$ cat config.mk
export PLATFORM = sky130hd
export DESIGN_NAME = multicycle_alu
export DESIGN_NICKNAME = d
export VERILOG_FILES = /design/src/rtl/multicycle_alu.sv
export SDC_FILE = /design/constraint.sdc
export NUM_CORES = 1
export LEC_CHECK = 0
export BUFFER_PORTS_ARGS = -buffer_cell sky130_fd_sc_hd__buf_2
export CORE_MARGIN = 3
export CORE_UTILIZATION = 52
export DETAILED_ROUTE_END_ITERATION = 10
export PLACE_DENSITY = 0.83
export REMOVE_ABC_BUFFERS = 1
export SLEW_MARGIN = 25
export SYNTH_ARGS = -nofsm -noshare
export SYNTH_HDL_FRONTEND = slang
export SYNTH_SLANG_ARGS = --single-unit
$ cat constraint.sdc
create_clock -name clk -period 4.67 [get_ports clk]
set_clock_uncertainty 0.2 [all_clocks]
set_input_delay 0.467 -clock clk [delete_from_list [all_inputs] [get_ports clk]]
set_output_delay 0.467 -clock clk [all_outputs]
set_load 0.01 [all_outputs]
$ cat src/rtl/multicycle_alu.sv
// Bit-serial-by-slice ALU: captures operands in IDLE, processes SLICE bits per
// cycle in RUN with a registered inter-slice carry, and presents result/flags in DONE.
module multicycle_alu #(
  parameter int WIDTH = 32,
  parameter int SLICE = 8
) (
  input  logic             clk,
  input  logic             rst_n,
  input  logic             in_valid,
  output logic             in_ready,
  input  logic [WIDTH-1:0] operandA,
  input  logic [WIDTH-1:0] operandB,
  input  logic [2:0]       command,
  output logic             out_valid,
  input  logic             out_ready,
  output logic [WIDTH-1:0] result,
  output logic             carryout,
  output logic             overflow,
  output logic             zero
);

  localparam int N  = WIDTH / SLICE;
  localparam int KW = (N > 1) ? $clog2(N) : 1;

  typedef enum logic [1:0] {IDLE, RUN, DONE} state_t;
  typedef enum logic [2:0] {
    CMD_ADD, CMD_SUB, CMD_XOR, CMD_SLT, CMD_AND, CMD_NAND, CMD_NOR, CMD_OR
  } cmd_t;

  state_t           state;
  cmd_t             cmd_q;
  logic [WIDTH-1:0] a_q, b_q, acc;
  logic [KW-1:0]    k;
  logic             carry;

  logic [SLICE-1:0] sa, sb, sbe, sres;
  logic [SLICE:0]   sum;
  logic [WIDTH-1:0] acc_nxt, fres;
  logic             inv, is_addsub, last, msb_cin, ovf;

  always_comb begin
    inv       = (cmd_q == CMD_SUB) || (cmd_q == CMD_SLT);
    is_addsub = (cmd_q == CMD_ADD) || (cmd_q == CMD_SUB);
    sa        = a_q[k*SLICE +: SLICE];
    sb        = b_q[k*SLICE +: SLICE];
    sbe       = inv ? ~sb : sb;
    sum       = {1'b0, sa} + {1'b0, sbe} + {{SLICE{1'b0}}, carry};
    case (cmd_q)
      CMD_XOR:  sres = sa ^ sb;
      CMD_AND:  sres = sa & sb;
      CMD_NAND: sres = ~(sa & sb);
      CMD_NOR:  sres = ~(sa | sb);
      CMD_OR:   sres = sa | sb;
      default:  sres = sum[SLICE-1:0];
    endcase
    // Carry into the slice MSB recovered from its sum bit; only meaningful on the last slice.
    msb_cin = sa[SLICE-1] ^ sbe[SLICE-1] ^ sum[SLICE-1];
    ovf     = msb_cin ^ sum[SLICE];
    last    = (k == KW'(N - 1));
    acc_nxt = acc;
    acc_nxt[k*SLICE +: SLICE] = sres;
    fres = acc_nxt;
    if (cmd_q == CMD_SLT) begin
      fres    = '0;
      fres[0] = acc_nxt[WIDTH-1] ^ ovf;
    end
  end

  always_ff @(posedge clk) begin
    if (!rst_n) begin
      state     <= IDLE;
      in_ready  <= 1'b1;
      out_valid <= 1'b0;
      result    <= '0;
      carryout  <= 1'b0;
      overflow  <= 1'b0;
      zero      <= 1'b0;
      cmd_q     <= CMD_ADD;
      a_q       <= '0;
      b_q       <= '0;
      acc       <= '0;
      k         <= '0;
      carry     <= 1'b0;
    end else begin
      case (state)
        IDLE: begin
          if (in_valid) begin
            a_q      <= operandA;
            b_q      <= operandB;
            cmd_q    <= cmd_t'(command);
            k        <= '0;
            carry    <= (cmd_t'(command) == CMD_SUB) || (cmd_t'(command) == CMD_SLT);
            in_ready <= 1'b0;
            state    <= RUN;
          end
        end
        RUN: begin
          acc   <= acc_nxt;
          carry <= sum[SLICE];
          k     <= k + 1'b1;
          if (last) begin
            result    <= fres;
            carryout  <= is_addsub & sum[SLICE];
            overflow  <= is_addsub & ovf;
            zero      <= ~|fres;
            out_valid <= 1'b1;
            state     <= DONE;
          end
        end
        DONE: begin
          if (out_ready) begin
            out_valid <= 1'b0;
            in_ready  <= 1'b1;
            state     <= IDLE;
          end
        end
        default: begin
          state     <= IDLE;
          in_ready  <= 1'b1;
          out_valid <= 1'b0;
        end
      endcase
    end
  end

endmodule

After elaboration in Yosys (flattened, before gate mapping)
Cells that the tools add are included.
W data, S select, Z words.
{"block": "word_totals", "inputBits": 71, "out_inout_bits": 37, "word_cells": 82, "ff_bits": 141}
{"block": "op_classes", "shift": 4, "n_reduce_logical": 14, "n_mux": 18, "bitwise": 14, "n_eq_ne": 15, "addsub": 4}
{"cell": "$shiftx A32 B6 Y8", "count": 2}
{"cell": "$pmux W8 S5", "count": 1}
{"cell": "$neg A5 Y34", "count": 1}
{"cell": "$shift A8 B34 Y32 const A", "count": 1}
{"cell": "$shiftx A8 B34 Y32", "count": 1}
{"cell": "$bwmux W32", "count": 1}
{"cell": "$mux W32", "count": 1}
{"cell": "$reduce_or A32 Y1", "count": 1}
{"cell": "$not A8 Y8", "count": 3}
{"cell": "$eq A3 B3 Y1 const B", "count": 4}
{"cell": "$add A8 B8 Y9", "count": 1}
{"cell": "$add A9 B1 Y9", "count": 1}
{"cell": "$eq A3 B2 Y1 const B", "count": 3}
{"cell": "$reduce_and A3 Y1", "count": 3}
{"cell": "$and A8 B8 Y8", "count": 1}
{"cell": "$mux W2", "count": 4}
{"cell": "$mux W8", "count": 1}
{"cell": "$or A8 B8 Y8", "count": 1}
{"cell": "$xor A8 B8 Y8", "count": 1}
{"cell": "$eq A3 B1 Y1 const B", "count": 2}
{"cell": "$ne A2 B2 Y1 const B", "count": 3}
{"cell": "$pmux W1 S3", "count": 2}
{"cell": "$pmux W2 S3", "count": 1}
{"cell": "$reduce_and A2 Y1", "count": 3}
{"cell": "other kinds (14)", "count": 26}

Depth between registers and ports, before layout
Gate-level depths: netlist of run 1.
{"block": "logic_depth", "ltp_word": 12, "ltp_mapped": 14, "ltp_nobuf": 12}

Worst setup path before layout of run 1
No wires, ideal clock.
{"block": "synth_timing", "path_kind": "register to register", "from": "register k[0]", "to": "register zero", "slack_ns": 0.210, "required_ns": 4.383, "arrival_time_ns": 4.173, "stages_incl_launch_ff": 15, "n_path_buf": 2, "synth_period_minus_slack_ns": 4.460, "setup_time_ns": 0.087, "path_cell_list": "dfxtp_1 > buf_1 > buf_1 > mux4_2 > inv_1 > fa_1 > fa_1 > inv_1 > mux2i_1 > o21ai_2 > a22o_1 > or2_1 > a2111oi_4 > a41oi_1 > o31ai_1"}
{"block": "synth_via", "elab_chain_len": 12, "elab_cells_between_ends": 25, "cone_classes": "add/sub: 3; eq/ne: 1; shift: 4; mux: 4; bitwise: 10; reduce/logical: 3"}
{"item": "start, declared", "line": "33", "source": "logic [KW-1:0] k;"}
{"item": "start signal, assigned", "line": "100", "source": "k <= k + 1'b1;"}
{"item": "$shiftx A32 B6 Y8", "line": "45", "source": "sb = b_q[k*SLICE +: SLICE];"}
{"item": "$not A8 Y8", "line": "46", "source": "sbe = inv ? ~sb : sb;"}
{"item": "$mux W8", "line": "46"}
{"item": "$add A8 B8 Y9", "line": "47", "source": "sum = {1'b0, sa} + {1'b0, sbe} + {{SLICE{1'b0}}, carry};"}
{"item": "$add A9 B1 Y9", "line": "47"}
{"item": "$pmux W8 S5", "line": "48", "source": "case (cmd_q)"}
{"item": "$shiftx A8 B34 Y32", "line": "61", "source": "acc_nxt[k*SLICE +: SLICE] = sres;"}
{"item": "$bwmux W32", "line": "61"}
{"item": "$xor A1 B1 Y1", "line": "65", "source": "fres[0] = acc_nxt[WIDTH-1] ^ ovf;"}
{"item": "$mux W32", "line": "63", "source": "if (cmd_q == CMD_SLT) begin"}
{"item": "$reduce_or A32 Y1", "line": "105", "source": "zero <= ~|fres;"}
{"item": "$logic_not A1 Y1", "line": "105"}
{"item": "end signal, assigned", "line": "105"}
{"item": "end, declared", "line": "19", "source": "output logic zero"}
Parallel ways exist; a longest one is shown, timed or not.
A chain may end at the register's enable or synchronous reset.

Worst setup path in the final report of run 1
Ends and elaborated chain as after synthesis.

==> reports/summary.json, run 1 <==
{
  "clkSinkCount": 141,
  "filler_cell_count": 1201,
  "post_synthesis_sequential_element_count": 141,
  "clkSlewWorstSetupHoldPaths_ns": 0.06,
  "slew_viol_final": 0,
  "max_slew.worst_pin.slew_ns": 0.782,
  "area_of_combinational_cells_with_multiple_inputs_sq_um": 4230,
  "placement.cell_area_sq_um": 8060,
  "synthFlopType": "dfxtp_1",
  "worst_setup_path_type": "flip-flop to flip-flop",
  "drt-pass1-iter-count": 5,
  "insertedDiodeCount": 0,
  "final_setup_violation_count": 0,
  "synth_enable_flop_cells": 0,
  "dp.final_hpwl_um": 13100,
  "remaining_drc_errors": 0,
  "cts_setup_buffers": 0,
  "cts.path.max_buffers": 2,
  "routed_wirelength_um": 18600,
  "critPathLaunchType": "flip-flop",
  "die-width_um": 125,
  "clk_root_buffer_cell": "clkbuf_16",
  "groute.usage.overall_pct": 23.7,
  "power.ir.vdd_worst_uv": 328,
  "final_cell_area_sq_um": 8670,
  "relSlewSlack_pct": 47.9,
  "grt_antenna_before_repair": 0,
  "cp-end-kind": "flip-flop",
  "final_hold_violations": 0,
  "avgRoutedWirePerCell_um": 16.5,
  "drt.antenna.violating_nets": 0,
  "starting_utilization_of_the_core_area_pct": 54.6,
  "fp.dieArea_sq_um": 15700,
  "netlist_area_sq_um": 7410,
  "outcome": "finished, final reports clean",
  "vias": 6413,
  "worst_hold_path_type": "input pin to flip-flop",
  "cpMaxStageDelayCell": "mux4_2",
  "design.final.nets": 1040,
  "fmax_mhz": 237,
  "insertion_delay_ns": 0.42,
  "yosysWarningCount": 0,
  "leakage_uw": 0.00342,
  "cts_hold_buffers": 0,
  "io_buffer_count": 107,
  "post_synth_num_cell_types": 68,
  "totalNegativeSetupSlack_ns": 0,
  "core-area_sq_um": 13600,
  "placementRows": 42,
  "report.power.total_uw": 3150,
  "detailedRoute.firstIterationViolations": 535,
  "globalplace.congestion": 0.918,
  "async_flop_share_pct": 0,
  "maxCapViolCount": 0,
  "worst_ep_arrival_time_ns": 4.36,
  "worst_path_max_stage_delay_ns": 0.61,
  "cts-resized-gates": 0,
  "worstPathMaxFanout": 25,
  "synth.avg_cell_area_sq_um": 8.71,
  "htree_num_levels": 4,
  "io_pins": 108,
  "netlist_instances": 850,
  "first_global_vias": 6295,
  "drt-vias-per-instance": 5.69,
  "layout_stage_area_growth_over_the_synthesis_result_pct": 17.1,
  "powerDensity_nw_per_um2": 364,
  "seq_area_frac_synth_pct": 38.1,
  "period_share_pct": 90.5,
  "leftover_overflow_at_the_end_of_global_routing": 0,
  "regArea_sq_um": 2820,
  "numCtsBuffers": 17,
  "grt_pass1_wl_um": 30600,
  "layout_min_cycle_time_ns": 4.23,
  "path_common_cell": "inv_1",
  "critical_path.cell_chain": "buf_4 -> mux4_2 -> xnor2_1 -> inv_1 -> fa_1 -> inv_1 -> mux2i_1 -> o21ai_2 -> a22o_1 -> or2_1 -> a2111oi_4 -> a41oi_1 -> o31ai_1",
  "rsz0062_at_grt": "false",
  "floorplan.die.height_um": 125,
  "worstPathRequired_ns": 4.80,
  "layout-drive-gt1-share_pct": 19.6,
  "tritoncts": "done",
  "grt_max_degree": 81
}
[critical path: cells and delay by family (launching register included)]
kind	cells	cell delay, ns
compound gates	5	1.15
xor+xnor	1	0.21
mux	2	0.89
fa+ha+maj	1	0.51
buf+inv	3	0.52
flops	1	0.36
simple gates	1	0.26
[final timing paths]
kind,from,to,slack (ns),cells after the start
min reg2reg,result[17],result[17],0.26,2
max,k[0],zero,0.44,13
max reg2reg,k[0],zero,0.44,13
min,operandA[27],a_q[27],0.09,3
[layout make-up]
cell class,count,share of cell area [%]
Timing Repair Buffer,124,7.65
Clock inverter,14,1.93
Tap cell,176,2.54
Sequential cell,141,32.6
Clock buffer,18,5.06
Multi-Input combinational cell,620,48.8
Inverter,34,1.47
[synth_stat cells, types with 3 or more instances]
library cell    n  share of area [%]
a211oi_1        3               0.30
a21boi_0       77                7.8
a21boi_1        3               0.30
a21oi_1        16                1.1
a22o_1         13                1.5
a22oi_1        55                5.6
a31oi_1         4               0.34
and2_1          4               0.34
buf_1           4               0.20
buf_2           3               0.20
clkbuf_1       46                2.3
dfxtp_1       141                 38
ha_1           29                4.9
inv_1          33                1.7
mux2i_1        13                1.8
mux4_2         16                4.9
nand2_1       170                8.6
nand2b_1        8               0.68
nand3_1        14               0.95
nand3b_1        4               0.41
nor2_1         22                1.1
nor2b_1        59                5.0
nor3_1          9               0.61
o211a_1         4               0.54
o21a_1          4               0.41
o21ai_0        21                1.4
o21ai_1         3               0.20
o22ai_1         8               0.68
xnor2_1        10                1.2
xor2_1          6               0.71
[cells in the final DEF, fill, tap and decap left out, types with 6 or more instances in the layout]
cell type	instances
nor2_1	21
mux2i_1	13
xnor2_1	10
a22oi_1	55
a21oi_1	16
inv_1	33
nand2b_1	8
o21ai_0	21
a22o_1	13
o22ai_1	8
nand2_1	170
buf_2	107
dfxtp_1	141
ha_1	29
a21boi_0	77
nor2b_1	59
xor2_1	6
nand3_1	14
nor3_1	9
clkbuf_16	17
mux4_2	16
buf_4	17
[state kept, by name (all words and copies together) (netlist names)]
| name | cells |
|---|---|
| a_q | 32 |
| carryout | 1 |
| out_valid | 1 |
| k | 2 |
| result | 32 |
| cmd_q | 3 |
| carry | 1 |
| overflow | 1 |
| acc | 32 |
| in_ready | 1 |
| zero | 1 |
| b_q | 32 |
| state | 2 |
[metal layers]
| metal | GRT usage [%] | wire length [um] |
|---|---|---|
| met4 | 10.0 | 499 |
| met3 | 5.07 | 1060 |
| met1 | 30.1 | 8180 |
| met5 | 0 | 0 |
| met2 | 39.3 | 8910 |
[through the flow]
step / hold slack (ns) / cells / util (%) / worst slack (ns)
floorplan: 0.240 / 795 / - / 0.198
global placement: 0.246 / 1095 / 59.5 / 0.658
detailed placement: 0.256 / 1095 / 59.5 / 0.527
CTS: 0.0823 / 1127 / 64.0 / 0.484
global route: 0.0885 / 1127 / 64.0 / 0.204
finish: 0.0869 / 1127 / 64.0 / 0.443
[report_power, final]
part	total, uW	leakage, uW	switching (uW)	internal [uW]
registers	1270	0.00115	26.1	1250
clock network	1380	0.000292	526	853
logic	503	0.00198	299	204
total	3150	0.00342	852	2300
[logic make-up (layout without fill, tap and decap cells)]
| family | Yosys count | after routing | synth area share, % |
|---|---|---|---|
| multiplexers | 31 | 31 | 6.93 |
| AND/OR/NAND/NOR | 309 | 309 | 19.6 |
| flip-flops | 141 | 141 | 38.1 |
| AO/OA/AOI/OAI | 233 | 233 | 23.2 |
| buffers and inverters | 89 | 190 | 4.88 |
| XOR/XNOR | 16 | 16 | 1.89 |
| adder cells (fa/ha/maj) | 31 | 31 | 5.44 |
Power figures use the tool's default switching activity.
==> run 2: changes to the inputs <==
--- a/config.mk
+++ b/config.mk
@@ -6,6 +6,7 @@
 export NUM_CORES = 1
 export LEC_CHECK = 0
 export BUFFER_PORTS_ARGS = -buffer_cell sky130_fd_sc_hd__buf_2
+export CORE_ASPECT_RATIO = 1.4
 export CORE_MARGIN = 3
 export CORE_UTILIZATION = 52
 export DETAILED_ROUTE_END_ITERATION = 10
==> run 2 against run 1 <==
- sequential power about the same
- sequential cell count unchanged
- final area increased by 0.68%
- count of clock-buffer cells in the layout increased by 2
- total power increased by 3.9%
- critical endpoint unchanged
- largest power group unchanged
==> reports/summary.json, run 2 (same netlist as run 1, synthesis figures left out) <==
{
  "insertedDiodeCount": {"value": 0, "change": "unchanged"},
  "final_cells": {"value": 1134, "change": "+0.62%"},
  "worst_setup_path_type": "flip-flop to flip-flop",
  "period_share": {"value": 89.7, "unit": "%", "change": "-0.84 points"},
  "pwr-share-comb": {"value": 15.4, "unit": "%", "change": "-0.6 points"},
  "slew_viol_final": {"value": 0, "change": "unchanged"},
  "leakage": {"value": 0.00344, "unit": "uW", "change": "+0.63%"},
  "worstReg2RegEnd": "zero",
  "critPathLaunchType": "flip-flop",
  "worstPathRequired": {"value": 4.80, "unit": "ns", "change": "about the same"},
  "die-width": {"value": 107, "unit": "um", "change": "-15%"},
  "vias": {"value": 6369, "change": "-0.69%"},
  "cts-resized-gates": {"value": 0, "change": "unchanged"},
  "worstSetupEndpoint": "zero",
  "clk_root_buffer_cell": "clkbuf_16",
  "starting_utilization_of_the_core_area": {"value": 53.2, "unit": "%", "change": "-1.4 points"},
  "groute.usage.overall": {"value": 24.5, "unit": "%", "change": "+0.75 points"},
  "globalplace.congestion": {"value": 0.958, "change": "+4.3%"},
  "layout-drive-gt1-share": {"value": 19.4, "unit": "%", "change": "-0.17 points"},
  "detailedRoute.firstIterationViolations": {"value": 341, "change": "-36%"},
  "routed_wirelength": {"value": 18900, "unit": "um", "change": "+1.6%"},
  "first_global_vias": {"value": 6129, "change": "-2.6%"},
  "switching_power": {"value": 842, "unit": "uW", "change": "-1.1%"},
  "cts_setup_buffers": {"value": 0, "change": "unchanged"},
  "r2r.worst_path.cells": {"value": 13, "change": "unchanged"},
  "fmax": {"value": 239, "unit": "MHz", "change": "+0.93%"},
  "grt_max_degree": {"value": 78, "change": "-3.7%"},
  "totalNegativeSetupSlack": {"value": 0, "unit": "ns", "change": "unchanged"},
  "io_pins": {"value": 108, "change": "unchanged"},
  "tritoncts": "done",
  "htree_num_levels": {"value": 4, "change": "unchanged"},
  "power_switching_share": {"value": 25.7, "unit": "%", "change": "-1.3 points"},
  "filler_cell_count": {"value": 1243, "change": "+3.5%"},
  "numCtsBuffers": {"value": 17, "change": "unchanged"},
  "seq_power_share": {"value": 38.8, "unit": "%", "change": "-1.5 points"},
  "io_buffer_count": {"value": 107, "change": "unchanged"},
  "worst_ep_arrival_time": {"value": 4.32, "unit": "ns", "change": "-0.04 ns"},
  "core-area": {"value": 13900, "unit": "sq um", "change": "+2.6%"},
  "insertion_delay": {"value": 0.42, "unit": "ns", "change": "about the same"},
  "fp.dieArea": {"value": 15700, "unit": "sq um", "change": "+0.13%"},
  "drt-vias-per-instance": {"value": 5.62, "change": "-1.3%"},
  "max_slew.worst_pin.slew": {"value": 0.749, "unit": "ns", "change": "-0.0335 ns"},
  "clkSlewWorstSetupHoldPaths": {"value": 0.06, "unit": "ns", "change": "about the same"},
  "powerDensity": {"value": 375, "unit": "nW/um^2", "change": "+3.2%"},
  "maxCapViolCount": {"value": 0, "change": "unchanged"},
  "power.ir.vdd_worst": {"value": 251, "unit": "uV", "change": "-23%"},
  "outcome": "finished, final reports clean",
  "drt-pass1-iter-count": {"value": 7, "change": "+2"},
  "p_int": {"value": 2440, "unit": "uW", "change": "+5.7%"},
  "final_common_cell": "nand2_1",
  "design.final.nets": {"value": 1040, "change": "unchanged"},
  "final_setup_violation_count": {"value": 0, "change": "unchanged"},
  "placementRows": {"value": 51, "change": "+21%"},
  "relSlewSlack": {"value": 50.1, "unit": "%", "change": "+2.2 points"},
  "layout_stage_area_growth_over_the_synthesis_result_pct": 17.9,
  "clkSinkCount": {"value": 141, "change": "unchanged"},
  "worstPathMaxFanout": {"value": 25, "change": "unchanged"},
  "grt_pass1_wl": {"value": 30500, "unit": "um", "change": "-0.16%"},
  "floorplan.die.height": {"value": 147, "unit": "um", "change": "+17%"},
  "grt_antenna_before_repair": {"value": 0, "change": "unchanged"},
  "reg2reg_launch_point": "k[0]",
  "power.share.clock": {"value": 45.8, "unit": "%", "change": "+2.1 points"},
  "dp_cells": {"value": 1104, "change": "+0.82%"},
  "worst_hold_path_type": "input pin to flip-flop",
  "rrSetupSlack": {"value": 0.48, "unit": "ns", "change": "+0.04 ns"},
  "crit_path_start": "k[0]",
  "leftover_overflow_at_the_end_of_global_routing": {"value": 0, "change": "unchanged"},
  "remaining_drc_errors": {"value": 0, "change": "unchanged"},
  "final_cell_mix": "nand2_1, dfxtp_1, buf_2",
  "cp-end-kind": "flip-flop",
  "final_hold_violations": {"value": 0, "change": "unchanged"},
  "layout_min_cycle_time": {"value": 4.19, "unit": "ns", "change": "-0.0391 ns"},
  "drt.antenna.violating_nets": {"value": 0, "change": "unchanged"},
  "avgRoutedWirePerCell": {"value": 16.7, "unit": "um", "change": "+0.99%"},
  "rsz0062_at_grt": "false",
  "dp.final_hpwl": {"value": 13600, "unit": "um", "change": "+4.0%"},
  "final_core_utilization": {"value": 62.8, "unit": "%", "change": "-1.2 points"},
  "cts_hold_buffers": {"value": 0, "change": "unchanged"},
  "cts.path.max_buffers": {"value": 2, "change": "unchanged"}
}
==> run 2: worst min path at each step <==
stage / end / from / cells after the start
floorplan: a_q[16] / a_q[16] / 2
global placement: b_q[5] / b_q[5] / 2
detailed placement: result[18] / result[18] / 2
CTS: b_q[20] / operandB[20] / 3
global route: b_q[26] / operandB[26] / 3
finish: b_q[14] / operandB[14] / 3
==> run 2: worst max-delay path, stage by stage, from the launching register on <==
cell and delay, ns:
dfxtp_1 0.35, buf_4 0.40, mux4_2 0.61, xnor2_1 0.22
inv_1 0.09, fa_1 0.45, nand2b_1 0.18, a21oi_1 0.26
a211oi_1 0.11, o31a_1 0.41, o21ai_0 0.19, o2111a_1 0.21
a41oi_1 0.14, o31ai_1 0.27
==> run 2: layout make-up <==
cell class,instances,area [sq um],share of cell area (%)
inverters,34,128,1.46
well taps,185,231,2.65
clock buffers,20,467,5.35
multi-input cells,620,4230,48.5
flip-flops and latches,141,2820,32.3
clock inverters,10,188,2.15
repair buffers,124,663,7.60
==> run 2: per-stage QoR <==
step / cell area (sq um) / worst slack (ns) / hold slack, ns / power [uW]
floorplan: 7170 / 0.198 / 0.240 / 1620
global placement: 8080 / 0.592 / 0.248 / 1790
detailed placement: 8080 / 0.541 / 0.256 / 1800
CTS: 8730 / 0.522 / 0.0814 / 3290
global route: 8730 / 0.145 / 0.0987 / 3390
finish: 8730 / 0.482 / 0.0925 / 3280
==> run 2: per-layer routing <==
layer  GRT usage, %  part of all wire, %  wire [um]  vias to the layer above
met3           4.66                  4.6        868                       55
met4           11.8                  4.2        792                        0
met1           27.8                   39       7410                     2960
met2           43.5                   52       9880                      204
met5              0                    0          0                        -
li1               -                    -          -                     3150
==> run 2: power by group through the flow <==
stage	clock, uW	sequential [uW]	combinational, uW
final	1500	1270	504
after floorplan	0	1300	317
after global routing	1560	1280	554
after CTS	1510	1270	500
after detailed placement	0	1300	497
after global placement	0	1300	493
